## config.mk

```make
export PLATFORM = sky130hd
export DESIGN_NAME = timer
export DESIGN_NICKNAME = d
export VERILOG_FILES = /design/src/rtl/timer.sv
export SDC_FILE = /design/constraint.sdc
export NUM_CORES = 1
export LEC_CHECK = 0
export ABC_AREA = 1
export CAP_MARGIN = 20
export CORE_ASPECT_RATIO = 1.1
export CORE_MARGIN = 3
export CORE_UTILIZATION = 44
export DETAILED_ROUTE_END_ITERATION = 8
export GPL_TIMING_DRIVEN = 0
export HOLD_SLACK_MARGIN = 0.12
export PLACE_DENSITY = 0.79
export SYNTH_ARGS = -nofsm -noshare
export SYNTH_HDL_FRONTEND = slang
export SYNTH_SLANG_ARGS = --single-unit
```

## constraint.sdc

```tcl
create_clock -name clock -period 1.3 [get_ports clock]
set_clock_uncertainty 0.15 [all_clocks]
set_input_delay 0.195 -clock clock [delete_from_list [all_inputs] [get_ports clock]]
set_output_delay 0.195 -clock clock [all_outputs]
set_load 0.02 [all_outputs]
```

## src/rtl/timer.sv

```systemverilog
// Three-digit BCD M:SS countdown timer for the microwave controller.
// Digits shift in from the right; counting stops at 0:00 and never wraps.
module timer (
  input  logic       clock,
  input  logic       clearn,
  input  logic [3:0] data,
  input  logic       loadn,
  input  logic       en,
  output logic [3:0] sec_ones,
  output logic [3:0] sec_tens,
  output logic [3:0] mins,
  output logic       zero
);

  logic [1:0] arm_q;
  logic       armed;
  logic [3:0] ones_q, ones_d;
  logic [3:0] tens_q, tens_d;
  logic [3:0] mins_q, mins_d;
  logic       zero_w;

  // Clear releases through two flops so no load or count happens on the
  // edge that coincides with clearn rising.
  always_ff @(posedge clock or negedge clearn) begin
    if (!clearn) begin
      arm_q <= 2'b00;
    end else begin
      arm_q <= {arm_q[0], 1'b1};
    end
  end

  assign armed  = arm_q[1];
  assign zero_w = (mins_q == 4'd0) && (tens_q == 4'd0) && (ones_q == 4'd0);

  always_comb begin
    ones_d = ones_q;
    tens_d = tens_q;
    mins_d = mins_q;
    if (armed) begin
      if (!loadn) begin
        if (data <= 4'd9) begin
          mins_d = tens_q;
          tens_d = ones_q;
          ones_d = data;
        end
      end else if (en && !zero_w) begin
        if (ones_q != 4'd0) begin
          ones_d = ones_q - 4'd1;
        end else begin
          ones_d = 4'd9;
          if (tens_q != 4'd0) begin
            tens_d = tens_q - 4'd1;
          end else begin
            // Not at 0:00 with both seconds digits zero, so mins is nonzero.
            tens_d = 4'd5;
            mins_d = mins_q - 4'd1;
          end
        end
      end
    end
  end

  always_ff @(posedge clock or negedge clearn) begin
    if (!clearn) begin
      ones_q <= 4'd0;
      tens_q <= 4'd0;
      mins_q <= 4'd0;
    end else begin
      ones_q <= ones_d;
      tens_q <= tens_d;
      mins_q <= mins_d;
    end
  end

  assign sec_ones = ones_q;
  assign sec_tens = tens_q;
  assign mins     = mins_q;
  assign zero     = zero_w;

endmodule

```

==> run summary, run 1 <==
cell area after synthesis - 912.1 um^2
final-stage net count - 177
syn avg cell area - 7.601 um^2
PortBufs - 20
relative slew slack - 0.5606
LEAKAGE - 0.0007020 uW
failing checks - negative setup slack
run status - complete, but fails checks
Max Slew Vio Count - 0
warnings from Yosys - 0
Period minus WS final - 1.678 ns
Top Usage Layer GRT - met2
worst reg2reg path depth - 9
share of cells above drive strength 1 - 0.4759
first-pass GRT wire length - 4478 um
Unique masters post-synth - 22
CTS tree - yes
DRC violations left - 0
vias per inst - 5.228
FMAX - 0.5960 GHz
cts hold-fix bufs - 0
worst-path fanout max - 3
switch share - 0.4257
Avg WL per Cell - 14.15 um
core area - 0.001862 mm^2
Comb pwr share - 0.652
starting DRC count in detailed routing - 30
final RePlAce weighted congestion - 0.8718
CTS Buf Count - 3
RSZ-0062 raised after global routing - true
kind of critical path - flop to output port
initial antenna violation count - 0
Synth Net Count - 130
endpoints failing setup - 21
Initial Utilization - 0.4899
width of the die - 49.41 um
Hold WC Path Type - input port to async pin
area grow syn2layout - 61.73%
fillcell total - 127
std cell rows - 16
ant diodes - 0
Final Cycle Share - 1.291
Ports - 21
M3 GR Usage - 0.03878
reg2reg start - sec_tens[0]
Clock Sinks - 14
drt total wl - 2730 um
clock power share - 0.095
met2 usage - 0.4152
Cell Int Power - 1629 uW
CP Launch Type - flop
Die Ht - 53.75 um
H-tree lvl count - 1
Detail Route Antenna Nets - 0
pin count of the biggest net entering global routing - 15
vias in the first global route - 1029
GRT Util Overall - 0.2290
Hold Vio Cnt, Final - 0
Longest Clk Path Bufs - 2
Worst-Margin Slew - 0.6571 ns
WP data arrival - 1.33 ns
P_sw - 1208 uW
GRT overflow - 0
die area - 0.002656 mm^2
met1 GRT Util - 0.2582
hold slack final - 0.1504 ns
clock root buffer - clkbuf_4
clock-pin transition on the worst setup and hold timing paths - 0.08 ns
sequential element share of the synthesized area - 0.3841
clk_lat worst skew - 0.29 ns
Detailed Routing Iterations Pass 1 - 4
synthesized flop and latch total - 14
Sequential Power Share - 0.254
worst path required time - 0.95 ns
Post-Syn Instances - 120
dpl hpwl - 1621 um
Final Util - 0.7923
pwr dens - 1923 mW/mm^2
Max-Cap Viols - 0
DR vias - 1009
Max IR drop VDD - 1.416 mV
post-layout worst setup margin - -0.3778 ns
Critical Path Source - sec_tens[0]
Crit. End Element - output port
what timing repair did:
action,CTS,global route
cloned,1,0
gates resized for setup,93,18
setup buffers,18,4
setup endpoints to repair,25,22
pin swaps,7,4
final cells by class:
class                      count  area, um^2  area share
buffer                         4       43.79     0.02969
clock buffer                   4       26.28     0.01781
inverter                       9       36.28     0.02460
multi-input combinational     93       559.3      0.3791
sequential                    14       359.1      0.2434
tap                           27       33.78     0.02290
timing repair buffer          42       416.7      0.2824
through the flow:
step	instances	total power (uW)	setup slack [ns]	area (um^2)	setup TNS, ns
final	193	2837	-0.3778	1475	-3.863
after global routing	193	3041	-0.4455	1475	-5.247
after CTS	190	2675	-0.3675	1396	-3.374
after detailed placement	167	1976	-0.5506	1172	-6.801
after global placement	167	1932	-0.5204	1172	-6.553
after floorplan	120	1515	-0.1714	938.4	-2.033
flip-flops by register name, summed over array words and instances, names as in the netlist:
name	cells
arm_q	2
sec_tens	4
sec_ones	4
mins	4
path summary, 6_finish.rpt:
path	to	slack (ns)
worst max-delay path	zero	-0.38
worst min-delay path	arm_q[1]	0.15
worst max register to register	mins[1]	-0.31
worst min register to register	arm_q[1]	0.23
max in group asynchronous	mins[0]	0.39
min in group clock	arm_q[1]	0.23
Yosys cell counts:
cell,count,share of area
nand2_1,34,0.14
o21ai_0,15,0.082
dfrtp_1,14,0.38
inv_1,8,0.033
nand4_1,8,0.055
nand2_2,6,0.041
nand3_1,6,0.033
nor2_1,6,0.025
a21oi_1,5,0.027
nor2_2,3,0.021
clkbuf_8,2,0.030
ha_1,2,0.027
nor2_4,2,0.025
a22oi_1,1,0.0082
buf_6,1,0.012
clkbuf_1,1,0.0041
conb_1,1,0.0041
inv_2,1,0.0041
nand3_4,1,0.019
o21a_1,1,0.0082
o22ai_1,1,0.0069
xor2_1,1,0.0096
cells in the final DEF (no fill, tap or decap), types with 5 or more instances in the layout:
cell type / n
a21oi_1: 5
buf_4: 11
inv_1: 5
nor2_1: 6
nand4_1: 8
clkdlybuf4s50_1: 7
nand2_2: 13
dfrtp_1: 7
nand2_1: 25
dfrtp_2: 7
o21ai_0: 12
buf_6: 24
per-layer routing:
layer | vias to the layer above | wire length, um
met5 | - | 0
met4 | 0 | 70
met3 | 7 | 127
met2 | 41 | 1429
met1 | 467 | 1103
li1 | 494 | -
worst max-delay path, stage by stage, from the launching register on:
cell	delay, ns
dfrtp_2	0.44
nor2_4	0.14
nand2_2	0.07
nor2_2	0.14
nand2_2	0.09
inv_2	0.06
buf_6	0.10
cells by family (layout without fill, tap and decap cells):
logic type / after synthesis / after routing / synth area share
compound gates: 23 / 23 / 0.1331
xor+xnor: 1 / 1 / 0.009604
fa+ha+maj: 2 / 2 / 0.02743
buf+inv: 13 / 59 / 0.08367
flops: 14 / 14 / 0.3841
other cells: 1 / 1 / 0.004111
simple gates: 66 / 66 / 0.3580
power groups by stage:
stage          logic [uW]  registers [uW]  clock network, uW
6_report             1850             720                268
5_1_grt              2010             731                299
4_1_cts              1670             722                279
3_5_place_dp         1180             800                  0
3_3_place_gp         1140             791                  0
2_1_floorplan         585             930                  0
Note: power is estimated with default switching activity, not from simulation.
==> run 2, diff against run 1 <==
- CAP_MARGIN: 20 -> not set
- SETUP_SLACK_MARGIN: not set -> 0.4
==> run summary, run 2 (synthesis results as in run 1) <==
run status - complete, but fails checks (unchanged)
failing checks - negative hold slack, negative setup slack (was negative setup slack)
WP data arrival - 1.35 ns (was 1.33 ns)
core area - 0.001862 mm^2 (unchanged)
clk_lat worst skew - 0.29 ns (about the same)
vias in the first global route - 1007 (was 1029)
Longest Clk Path Bufs - 2 (unchanged)
CTS tree - yes (unchanged)
clock root buffer - clkbuf_4 (unchanged)
dpl cell area - 0.001172 mm^2 (unchanged)
Most Frequent Cell on Critical Path - nand2_2 (unchanged)
relative slew slack - 0.5547 (was 0.5606)
reg2reg start - sec_tens[0] (unchanged)
delay of the slowest cell on the worst path - 0.44 ns (about the same)
worst-path fanout max - 3 (unchanged)
width of the die - 49.41 um (unchanged)
GRT overflow - 0 (unchanged)
Clock Sinks - 14 (unchanged)
kind of critical path - flop to output port (unchanged)
final RePlAce weighted congestion - 0.8718 (unchanged)
Avg WL per Cell - 15.33 um (was 14.15 um)
Power Total - 3040 uW (was 2837 uW)
worst path required time - 0.95 ns (about the same)
FMAX - 0.5907 GHz (was 0.5960 GHz)
PortBufs - 20 (unchanged)
share of cells above drive strength 1 - 0.5000 (was 0.4759)
LEAKAGE - 0.0007378 uW (was 0.0007020 uW)
worst reg2reg path depth - 9 (unchanged)
hold slack final - -0.1177 ns (was 0.1504 ns)
Crit. End Element - output port (unchanged)
clock-pin transition on the worst setup and hold timing paths - 0.09 ns (was 0.08 ns)
most frequent cells in the layout - buf_6, nand2_1, buf_4 (was nand2_1, buf_6, nand2_2)
endpoints failing setup - 22 (was 21)
DRC violations left - 0 (unchanged)
final-stage net count - 183 (was 177)
Initial Utilization - 0.4899 (unchanged)
Max IR drop VDD - 1.436 mV (was 1.416 mV)
Hold WC Path Type - input port to async pin (unchanged)
total negative slack - -4.297 ns (was -3.863 ns)
area grow syn2layout - 68.86% (was 61.73%)
DR vias - 1087 (was 1009)
pwr dens - 1974 mW/mm^2 (was 1923 mW/mm^2)
crit path cell chain - nor2_4 -> nand2_2 -> nor2_2 -> nand2_2 -> inv_2 -> buf_6 (unchanged)
cell count along the critical path - 6 (unchanged)
starting DRC count in detailed routing - 47 (was 30)
Worst-Margin Slew - 0.6679 ns (was 0.6571 ns)
CP bufs+invs - 2 (unchanged)
post-layout worst setup margin - -0.3930 ns (was -0.3778 ns)
die area - 0.002656 mm^2 (unchanged)
Finished Cell Area - 0.001540 mm^2 (was 0.001475 mm^2)
Max-Cap Viols - 0 (unchanged)
GRT Util Overall - 0.2266 (was 0.2290)
first-pass GRT wire length - 4422 um (was 4478 um)
Hold Vio Cnt, Final - 14 (was 0)
CTS Buf Count - 3 (unchanged)
std cell rows - 16 (unchanged)
Ports - 21 (unchanged)
CP Launch Type - flop (unchanged)
commonest non-fill, non-tap cell in the layout - buf_6 (was nand2_1)
vias per inst - 5.462 (was 5.228)
pin count of the biggest net entering global routing - 15 (unchanged)
Slowest-stage cell, CP - dfrtp_2 (unchanged)
initial antenna violation count - 0 (unchanged)
drt total wl - 3051 um (was 2730 um)
cell family with most CP delay - simple AND/OR/NAND/NOR gates (unchanged)
RSZ-0062 raised after global routing - true (unchanged)
Final Cycle Share - 1.302 (was 1.291)
Detailed Routing Iterations Pass 1 - 5 (was 4)
Critical Path Source - sec_tens[0] (unchanged)
dpl hpwl - 1621 um (unchanged)
Period minus WS final - 1.693 ns (was 1.678 ns)
Detail Route Antenna Nets - 0 (unchanged)
H-tree lvl count - 1 (unchanged)
ant diodes - 0 (unchanged)
Max Slew Vio Count - 0 (unchanged)
Die Ht - 53.75 um (unchanged)
==> run 2: changes by cell type in the layout (fill, tap and decap cells not counted), sizes merged <==
cell	delta
buf	+6
clkdlybuf4s50	-1
dlygate4sd2	+1
==> run 2: worst paths after layout <==
check | endpoint | slack (ns)
worst max-delay path | zero | -0.39
min in group clock | arm_q[1] | 0.23
worst min-delay path | arm_q[1] | -0.12
worst max register to register | mins[0] | -0.32
worst min register to register | arm_q[1] | 0.23
max in group asynchronous | mins[0] | 0.65
==> run 2: worst reg2reg max path: cells and delay by family, from the launching register on <==
kind / cells / cell delay [ns]
buffers and inverters: 1 / 0.15
AND/OR/NAND/NOR: 8 / 0.79
flip-flops: 1 / 0.44
==> run 2: cell type report <==
class | count | area [um^2]
timing repair buffer | 48 | 478.0
multi-input combinational | 93 | 563.0
fill | 106 | 321.6
inverter | 9 | 36.28
tap | 27 | 33.78
clock buffer | 4 | 26.28
sequential | 14 | 359.1
buffer | 4 | 43.79
==> run 2: what timing repair did <==
action / CTS / global route
setup endpoints to repair: 39 / 25
buffers inserted: 19 / 8
gates cloned: 1 / 0
resized for setup: 97 / 22
pin swaps: 7 / 3
hold endpoints to repair: 14 / 14
==> run 2: through the flow <==
stage          instances  hold WS, ns    util  setup WS [ns]
2_1_floorplan        120      -0.2506       -        -0.1714
3_3_place_gp         167       0.1814  0.6297        -0.5204
3_5_place_dp         167       0.2149  0.6297        -0.5506
4_1_cts              191      -0.1065  0.7581        -0.3675
5_1_grt              199      -0.1047  0.8273        -0.4766
6_report             199      -0.1177  0.8273        -0.3930
==> run 2: metal layers <==
| layer | wire length [um] | global-route usage | part of all wire | up-vias |
|---|---|---|---|---|
| met5 | 0 | 0 | 0 | - |
| met4 | 99 | 0.1152 | 0.032 | 0 |
| met3 | 188 | 0.03878 | 0.062 | 15 |
| met2 | 1538 | 0.4063 | 0.50 | 62 |
| met1 | 1224 | 0.2651 | 0.40 | 506 |
| li1 | - | - | - | 504 |
==> run 2: power by group <==
part | total (uW) | internal [uW] | switching [uW]
Clock | 279 | 120 | 159
Combinational | 2040 | 1040 | 1010
Sequential | 716 | 585 | 132
